## src/rtl/i2c_adc_scan_ctrl.sv

```systemverilog
// i2c_adc_scan_ctrl: scans NUM_CH ADC channels over a byte-level I2C engine.
// For each channel it writes the config register, waits for the conversion,
// sets the pointer to the conversion register and reads the 16-bit result.
// Optional feature macro: I2C_TIMEOUT_EN adds a per-state 16-bit watchdog.
module i2c_adc_scan_ctrl #(
    parameter logic [6:0]  SLAVE_ADDR = 7'h48,
    parameter int unsigned NUM_CH     = 4,
    parameter logic [2:0]  MUX_BASE   = 3'd4,
    parameter int unsigned CONV_WAIT  = 40000
`ifdef I2C_TIMEOUT_EN
    ,
    parameter int unsigned TIMEOUT    = 65535
`endif
) (
    input  logic                  clk,
    input  logic                  rst,
    input  logic                  go,
    input  logic                  continuous,
    input  logic [7:0]            cfg_hi,
    input  logic [7:0]            cfg_lo,
    input  logic                  start_done,
    input  logic                  stop_done,
    input  logic                  write_done,
    input  logic                  ack_err,
    input  logic                  read_done,
    input  logic [7:0]            byte_r,
    output logic                  start_cond,
    output logic                  stop_cond,
    output logic                  write_byte,
    output logic [7:0]            byte_w,
    output logic                  read_byte,
    output logic                  read_last,
    output logic [16*NUM_CH-1:0]  sample,
    output logic [((NUM_CH > 1) ? $clog2(NUM_CH) : 1)-1:0] sample_ch,
    output logic                  sample_vld,
    output logic                  scan_done,
    output logic                  busy,
    output logic                  error
);

    localparam int unsigned     CH_W      = (NUM_CH > 1) ? $clog2(NUM_CH) : 1;
    localparam logic [CH_W-1:0] LAST_CH   = CH_W'(NUM_CH - 1);
    localparam logic [15:0]     CONV_LAST = 16'(CONV_WAIT - 1);
    localparam logic [7:0]      WR_ADDR   = {SLAVE_ADDR, 1'b0};
    localparam logic [7:0]      RD_ADDR   = {SLAVE_ADDR, 1'b1};

    typedef enum logic [4:0] {
        sIdle, sStartCfg, sAddrCfg, sPtrCfg, sCfgHi, sCfgLo, sStopCfg, sWaitConv,
        sStartPtr, sAddrPtr, sPtrConv, sStopPtr, sStartRd, sAddrRd, sRdHi, sRdLo,
        sStopRd, sNext, sErrStop
    } stateT;

    stateT           state;
    stateT           nextState;
    logic [CH_W-1:0] ch;
    logic [15:0]     convCnt;
    logic [7:0]      hiByte;
    logic [7:0]      cfgHiMux;
    logic            wdExpired;

    // Config MSB with the channel's mux code spliced into bits [6:4]
    assign cfgHiMux = (cfg_hi & 8'h8F) | {1'b0, MUX_BASE + 3'(ch), 4'h0};

`ifdef I2C_TIMEOUT_EN
    logic [15:0] wdCnt;
    logic        isEngWait;

    assign isEngWait = (state != sIdle) && (state != sWaitConv) && (state != sNext);
    assign wdExpired = isEngWait && (wdCnt == 16'(TIMEOUT - 1));

    // Watchdog: restarts on every state change, counts while waiting on the engine
    always_ff @(posedge clk or posedge rst) begin
        if (rst) begin
            wdCnt <= 16'd0;
        end else if ((nextState != state) || !isEngWait) begin
            wdCnt <= 16'd0;
        end else begin
            wdCnt <= wdCnt + 16'd1;
        end
    end
`else
    assign wdExpired = 1'b0;
`endif

    // State register
    always_ff @(posedge clk or posedge rst) begin
        if (rst) begin
            state <= sIdle;
        end else begin
            state <= nextState;
        end
    end

    // Next-state logic: each engine done pulse advances only the state waiting for it
    always_comb begin
        nextState = state;
        case (state)
            sIdle:     if (go)         nextState = sStartCfg;
            sStartCfg: if (start_done) nextState = sAddrCfg;
            sAddrCfg:  if (write_done) nextState = ack_err ? sErrStop : sPtrCfg;
            sPtrCfg:   if (write_done) nextState = ack_err ? sErrStop : sCfgHi;
            sCfgHi:    if (write_done) nextState = ack_err ? sErrStop : sCfgLo;
            sCfgLo:    if (write_done) nextState = ack_err ? sErrStop : sStopCfg;
            sStopCfg:  if (stop_done)  nextState = sWaitConv;
            sWaitConv: if (convCnt == CONV_LAST) nextState = sStartPtr;
            sStartPtr: if (start_done) nextState = sAddrPtr;
            sAddrPtr:  if (write_done) nextState = ack_err ? sErrStop : sPtrConv;
            sPtrConv:  if (write_done) nextState = ack_err ? sErrStop : sStopPtr;
            sStopPtr:  if (stop_done)  nextState = sStartRd;
            sStartRd:  if (start_done) nextState = sAddrRd;
            sAddrRd:   if (write_done) nextState = ack_err ? sErrStop : sRdHi;
            sRdHi:     if (read_done)  nextState = sRdLo;
            sRdLo:     if (read_done)  nextState = sStopRd;
            sStopRd:   if (stop_done)  nextState = sNext;
            sNext:     nextState = ((ch < LAST_CH) || continuous) ? sStartCfg : sIdle;
            sErrStop:  if (stop_done)  nextState = sIdle;
            default:   nextState = sIdle;
        endcase
        if (wdExpired) begin
            nextState = (state == sErrStop) ? sIdle : sErrStop;
        end
    end

    // Engine requests are Moore decodes of the current state
    always_comb begin
        start_cond = 1'b0;
        stop_cond  = 1'b0;
        write_byte = 1'b0;
        read_byte  = 1'b0;
        read_last  = 1'b0;
        byte_w     = 8'h00;
        busy       = (state != sIdle);
        case (state)
            sStartCfg, sStartPtr, sStartRd:        start_cond = 1'b1;
            sStopCfg, sStopPtr, sStopRd, sErrStop: stop_cond  = 1'b1;
            sAddrCfg, sAddrPtr: begin
                write_byte = 1'b1;
                byte_w     = WR_ADDR;
            end
            sPtrCfg: begin
                write_byte = 1'b1;
                byte_w     = 8'h01;
            end
            sCfgHi: begin
                write_byte = 1'b1;
                byte_w     = cfgHiMux;
            end
            sCfgLo: begin
                write_byte = 1'b1;
                byte_w     = cfg_lo;
            end
            sPtrConv: begin
                write_byte = 1'b1;
                byte_w     = 8'h00;
            end
            sAddrRd: begin
                write_byte = 1'b1;
                byte_w     = RD_ADDR;
            end
            sRdHi: read_byte = 1'b1;
            sRdLo: begin
                read_byte = 1'b1;
                read_last = 1'b1;
            end
            default: ;
        endcase
    end

    // Datapath: channel index, conversion timer, result capture, status pulses
    always_ff @(posedge clk or posedge rst) begin
        if (rst) begin
            ch         <= '0;
            convCnt    <= 16'd0;
            hiByte     <= 8'h00;
            sample     <= '0;
            sample_ch  <= '0;
            sample_vld <= 1'b0;
            scan_done  <= 1'b0;
            error      <= 1'b0;
        end else begin
            sample_vld <= 1'b0;
            scan_done  <= 1'b0;
            convCnt    <= (state == sWaitConv) ? convCnt + 16'd1 : 16'd0;
            if ((state == sIdle) && go) begin
                error <= 1'b0;
                ch    <= '0;
            end
            if ((state != sErrStop) && (nextState == sErrStop)) begin
                error <= 1'b1;
            end
            if ((state == sErrStop) && (nextState == sIdle)) begin
                ch <= '0;
            end
            if (state == sNext) begin
                ch        <= (ch < LAST_CH) ? ch + CH_W'(1) : '0;
                scan_done <= (ch == LAST_CH);
            end
            if ((state == sRdHi) && read_done) begin
                hiByte <= byte_r;
            end
            if ((state == sRdLo) && read_done) begin
                for (int unsigned k = 0; k < NUM_CH; k++) begin
                    if (ch == CH_W'(k)) begin
                        sample[16*k +: 16] <= {hiByte, byte_r};
                    end
                end
                sample_vld <= 1'b1;
                sample_ch  <= ch;
            end
        end
    end

endmodule

```

## config.mk

```make
export PLATFORM = sky130hd
export DESIGN_NAME = i2c_adc_scan_ctrl
export DESIGN_NICKNAME = d
export VERILOG_FILES = /design/src/rtl/i2c_adc_scan_ctrl.sv
export SDC_FILE = /design/constraint.sdc
export NUM_CORES = 1
export LEC_CHECK = 0
export CORE_MARGIN = 5
export CORE_UTILIZATION = 50
export CTS_CLUSTER_SIZE = 16
export DETAILED_ROUTE_END_ITERATION = 8
export HOLD_SLACK_MARGIN = 0.15
export PLACE_DENSITY = 0.82
export SETUP_SLACK_MARGIN = 0.3
export SYNTH_ARGS = -nofsm -noshare
export SYNTH_HDL_FRONTEND = slang
export SYNTH_SLANG_ARGS = --single-unit
```

## constraint.sdc

```tcl
create_clock -name clk -period 4.18 [get_ports clk]
set_input_delay 0.836 -clock clk [delete_from_list [all_inputs] [get_ports clk]]
set_output_delay 0.836 -clock clk [all_outputs]
set_load 0.02 [all_outputs]
```

==> results of run 1 <==
==> area by class of cell <==
| class | instances | area, um2 | area share (%) |
|---|---|---|---|
| clock inverters | 6 | 93.8 | 1.52 |
| multi-input cells | 255 | 2120 | 34.2 |
| flip-flops and latches | 100 | 2500 | 40.5 |
| clock buffers | 10 | 128 | 2.06 |
| repair buffers | 116 | 1150 | 18.6 |
| well taps | 129 | 161 | 2.61 |
| inverters | 7 | 28.8 | 0.466 |
==> cell families after synthesis <==
| family | after synthesis | synth area share (%) |
|---|---|---|
| compound gates | 49 | 7.04 |
| xor+xnor | 12 | 2.21 |
| fa+ha+maj | 5 | 1.31 |
| buf+inv | 25 | 3.10 |
| flops | 100 | 52.5 |
| mux | 75 | 20.9 |
| simple gates | 114 | 13.0 |
==> per-layer routing <==
metal	up-vias	GRT usage [%]	share of wire [%]
met1	1706	26.0	43
li1	1580	-	-
met5	-	0	0
met4	0	7.21	1.7
met2	171	33.3	48
met3	17	3.24	7.9
==> synthesized netlist by cell type, types with 7 or more instances <==
cell,count,area share [%]
dfrtp_1,100,53
mux2_2,35,8.3
nand3_1,10,1.1
o21ai_0,13,1.4
a21oi_1,12,1.3
nor2_1,27,2.1
nand2_1,24,1.9
buf_2,7,0.74
mux2_4,40,13
==> through the flow <==
| step | instance area, um2 | std cells | power, uW | setup WS (ns) | hold WS, ns |
|---|---|---|---|---|---|
| floorplan | 4770 | 380 | 1530 | 0.725 | 0.469 |
| global placement | 5960 | 607 | 1760 | 0.969 | 0.469 |
| detailed placement | 5960 | 607 | 1770 | 0.974 | 0.479 |
| CTS | 6180 | 623 | 2450 | 0.694 | 0.506 |
| global route | 6180 | 623 | 2570 | 0.481 | 0.525 |
| finish | 6180 | 623 | 2440 | 0.655 | 0.498 |
==> path summary, 6_finish.rpt <==
path / cells after the start / start / slack [ns] / end
max reg2reg: 4 / state[2] / 1.61 / sample[33]
min reg2reg: 2 / error / 0.50 / error
min in group asynchronous: 2 / rst / 0.89 / sample[32]
max: 4 / state[2] / 0.66 / byte_w[4]
max in group asynchronous: 3 / rst / 2.51 / hiByte[5]
min: 2 / error / 0.50 / error
==> registers in the layout, summed over array words and instances (netlist names) <==
signal      flops
sample_vld      1
convCnt        16
scan_done       1
sample_ch       2
error           1
sample         64
hiByte          8
ch              2
state           5
==> worst min-delay path: cells and delay by family, from the launching register on <==
| kind | cells | cell delay [ns] |
|---|---|---|
| flip-flops | 1 | 0.36 |
| AND/OR/NAND/NOR | 2 | 0.12 |
==> power by group through the flow <==
stage	clock network (uW)	registers (uW)	logic (uW)
floorplan	0	1050	485
global placement	0	1090	667
detailed placement	0	1100	677
CTS	691	1080	684
global route	732	1090	753
finish	677	1080	686
==> impl_metrics.toml, run 1 <==
[sta]
max_freq_mhz = 284
tightestPinTransition_ns = 0.702
fin_crit_ns = 3.52
drv_slew = 0
relSlewSlack_pct = 53.0
skew_ns = 0.0127
period_share_pct = 84.3
rsz0062_at_grt = "no"
tns_ns = 0
hold_viol_final = 0
setup_viol = 0

[clock_tree]
cts_buffer_depth = 2
ctsResizeCount = 0
htree_levels = 3
cts.clk_slew.worst_paths_ns = 0.09
cts_tree = "yes"
numCtsBuffers = 9
postCtsSetupBuffers = 0
ctsHoldBuffers = 0
clock_latency_ns = 0.36
cts_sinks = 100
cts_root_buffer = "clkbuf_8"

[yosys]
syn-instance-count = 380
mappedNetlistArea_mm2 = 0.00477
syn_nets = 418
synth-seq-cells = 100
async_reset_ff_share_pct = 100
yosysWarnings = 0
syn_area_per_cell_um2 = 12.5
synth_ff_type = "dfrtp_1"
synth.distinct_cells = 48
synth_edf_count = 0
synth-seq-area-share_pct = 52.5

[place]
place.gp.congestion = 0.910
port_buffers = 112
dp_hpwl_um = 7780

[power]
swShare_pct = 32.9
leakagePower_uw = 0.00293
p_per_area_mw_per_mm2 = 395
seqPwrFrac_pct = 44.2
p_sw_uw = 803
clockPowerShare_pct = 27.7
p_int_uw = 1640
ir_drop_v = 0.000337
combPwrFrac_pct = 28.1

[drt]
dr.pass1.iters = 5
drt-initial-drc-count = 185
routedWlPerCell_um = 17.7
drt_wl_total_um = 11100
final_antenna_net_count = 0
vias_per_cell = 5.58
vias = 3474
drc = 0

[worst_setup_path]
worstSetupEndpointType = "output pin"
path_class = "register to output pin"
cpPeakStageDelay_ns = 0.79
cp_top_family = "flip-flops"
critPathBufInv = 1
path_cells = "nand2_1 -> nor2_1 -> a221o_1 -> clkdlybuf4s50_1"
critPathArrivalTime_ns = 2.69
startpoint_type = "register"
cp_max_fo = 22
slowest_stage = "dfrtp_1"
crit_required_ns = 3.34

[global_routing]
overflow = 0
grtUsageTotal_pct = 19.8
grt_max_degree = 49
grt_antenna_before_repair = 0
grt_pass1_wl_um = 18100
grt_pass1_vias = 3514

[finish]
drive_gt1_share_pct = 21.3
fill_cells = 694
area_growth_pct = 29.7
n_antenna_cell = 0
final_cell_mix = "clkdlybuf4s50_1 (112), dfrtp_1 (100), mux2_4 (40)"
fin_util_pct = 66.6
final_common_cell = "clkdlybuf4s50_1"
nets = 527

[floorplan]
coreArea_mm2 = 0.00928
die_h_um = 108
die_area_mm2 = 0.0116
start_util_pct = 51.3
fp-row-count = 35
die_w_um = 108
pin_count = 116

[run_status]
outcome = "complete, no violations"

[run]
maxCapViolations = 0

[worst_hold_path]
hp-class = "register to register"
No activity file was read; power rests on OpenSTA's default activity.
==> run 2: changes to the inputs <==
==> constraint.sdc (replaced) <==
create_clock -name clk -period 3.5 [get_ports clk]
set_input_delay 0.7 -clock clk [delete_from_list [all_inputs] [get_ports clk]]
set_output_delay 0.7 -clock clk [all_outputs]
set_load 0.02 [all_outputs]
==> impl_metrics.toml, run 2 (synthesis results as in run 1) <==
[worst_setup_path]
startpoint_type = "register"
worstSetupEndpointType = "output pin"
crit_required_ns = 2.80
cpPeakStageDelay_ns = 0.61
path_class = "register to output pin"
cp_top_family = "buffers and inverters"
critPathArrivalTime_ns = 2.39
slowest_stage = "clkdlybuf4s50_1"
cp_max_fo = 15
critPathBufInv = 2
path_cells = "buf_4 -> nor2b_1 -> and2_2 -> a221o_1 -> clkdlybuf4s50_1"

[finish]
area_growth_pct = 30.7
largest-register = "sample"
drive_gt1_share_pct = 22.4
final_common_cell = "clkdlybuf4s50_1"
fill_cells = 696
reg_top3 = "sample x64, convCnt x16, hiByte x8"
final_cell_mix = "clkdlybuf4s50_1 (111), dfrtp_1 (98), mux2_4 (40)"
n_antenna_cell = 0
fin_util_pct = 67.1
multi_input_area_mm2 = 0.00212
largest_reg_flops = 64
nets = 528
seq_area_mm2 = 0.00250

[power]
swShare_pct = 33.5
combPwrFrac_pct = 28.4
clockPowerShare_pct = 28.0
p_sw_uw = 992
ir_drop_v = 0.000492
seqPwrFrac_pct = 43.7
leakagePower_uw = 0.00295
p_per_area_mw_per_mm2 = 476
p_int_uw = 1970

[floorplan]
pin_count = 116
die_w_um = 108
die_area_mm2 = 0.0116
die_h_um = 108
fp-row-count = 35
coreArea_mm2 = 0.00928
start_util_pct = 51.3

[sta]
hold_viol_final = 0
setup_viol = 0
relSlewSlack_pct = 40.0
fin_crit_ns = 3.09
max_freq_mhz = 323
tightestPinTransition_ns = 0.898
rsz0062_at_grt = "no"
skew_ns = 0.00869
tns_ns = 0
period_share_pct = 88.3
drv_slew = 0

[global_routing]
grt_pass1_vias = 3570
grtUsageTotal_pct = 20.7
overflow = 0
grt_pass1_wl_um = 18800
grt_antenna_before_repair = 0
grt_max_degree = 61

[clock_tree]
numCtsBuffers = 9
clock_latency_ns = 0.35
cts.clk_slew.worst_paths_ns = 0.09
htree_levels = 3
cts_buffer_depth = 2
cts_sinks = 100
postCtsSetupBuffers = 0
ctsHoldBuffers = 0
cts_tree = "yes"
ctsResizeCount = 3
cts_root_buffer = "clkbuf_8"

[drt]
drt_wl_total_um = 11700
drt-initial-drc-count = 177
wl_met3_um = 760
final_antenna_net_count = 0
dr.pass1.iters = 5
vias = 3480
met1_length_um = 4970
dr_wl_met2_um = 5790
drc = 0
vias_per_cell = 5.58
routedWlPerCell_um = 18.7
highest_layer = "met4"

[place]
port_buffers = 112
dp_hpwl_um = 8170
place.gp.congestion = 0.902

[worst_hold_path]
hp-class = "register to register"

[run_status]
outcome = "complete, no violations"

[run]
maxCapViolations = 0
-- run 2: final timing paths --
path | endpoint | slack, ns | cells past startpoint | start
hold reg to reg | convCnt[0] | 0.51 | 1 | convCnt[0]
setup / recovery | byte_w[4] | 0.41 | 5 | state[1]
hold / removal | convCnt[0] | 0.51 | 1 | convCnt[0]
max in group asynchronous | sample[45] | 1.84 | 3 | rst
setup reg to reg | sample[53] | 1.06 | 5 | state[1]
min in group asynchronous | sample[38] | 0.88 | 2 | rst
-- run 2: power groups by stage --
stage,Clock (uW),Combinational (uW),Sequential (uW)
after floorplan,0,579,1250
after global placement,0,804,1310
after detailed placement,0,817,1310
after CTS,845,833,1290
after global routing,894,917,1300
final,829,841,1290
-- run 2: area by class of cell --
| type | count | share of cell area, % |
|---|---|---|
| tap | 129 | 2.59 |
| sequential | 100 | 40.2 |
| inverter | 7 | 0.482 |
| timing repair buffer | 117 | 18.8 |
| clock buffer | 9 | 1.99 |
| multi-input combinational | 255 | 34.1 |
| clock inverter | 7 | 1.77 |
-- run 2: stage by stage --
stage | worst slack, ns | hold slack, ns | instance area, um2 | instances | power (uW)
floorplan | 1.22 | 0.469 | 4770 | 380 | 1830
global placement | 0.557 | 0.488 | 5980 | 608 | 2110
detailed placement | 0.552 | 0.486 | 5980 | 608 | 2130
CTS | 0.357 | 0.512 | 6220 | 624 | 2970
global route | 0.339 | 0.526 | 6230 | 624 | 3110
finish | 0.408 | 0.513 | 6230 | 624 | 2970
-- run 2: worst register-to-register path, delay by kind of cell, from the launching register on --
| family | cells | cell delay [ns] |
|---|---|---|
| and+or+nand+nor | 3 | 1.17 |
| buffers and inverters | 1 | 0.22 |
| DFF | 1 | 0.55 |
| muxes | 1 | 0.39 |
-- run 2: routing by layer --
layer | vias to the layer above | track usage, %
li1 | 1582 | -
met3 | 11 | 4.68
met4 | 0 | 5.23
met1 | 1738 | 26.7
met2 | 149 | 35.3
met5 | - | 0
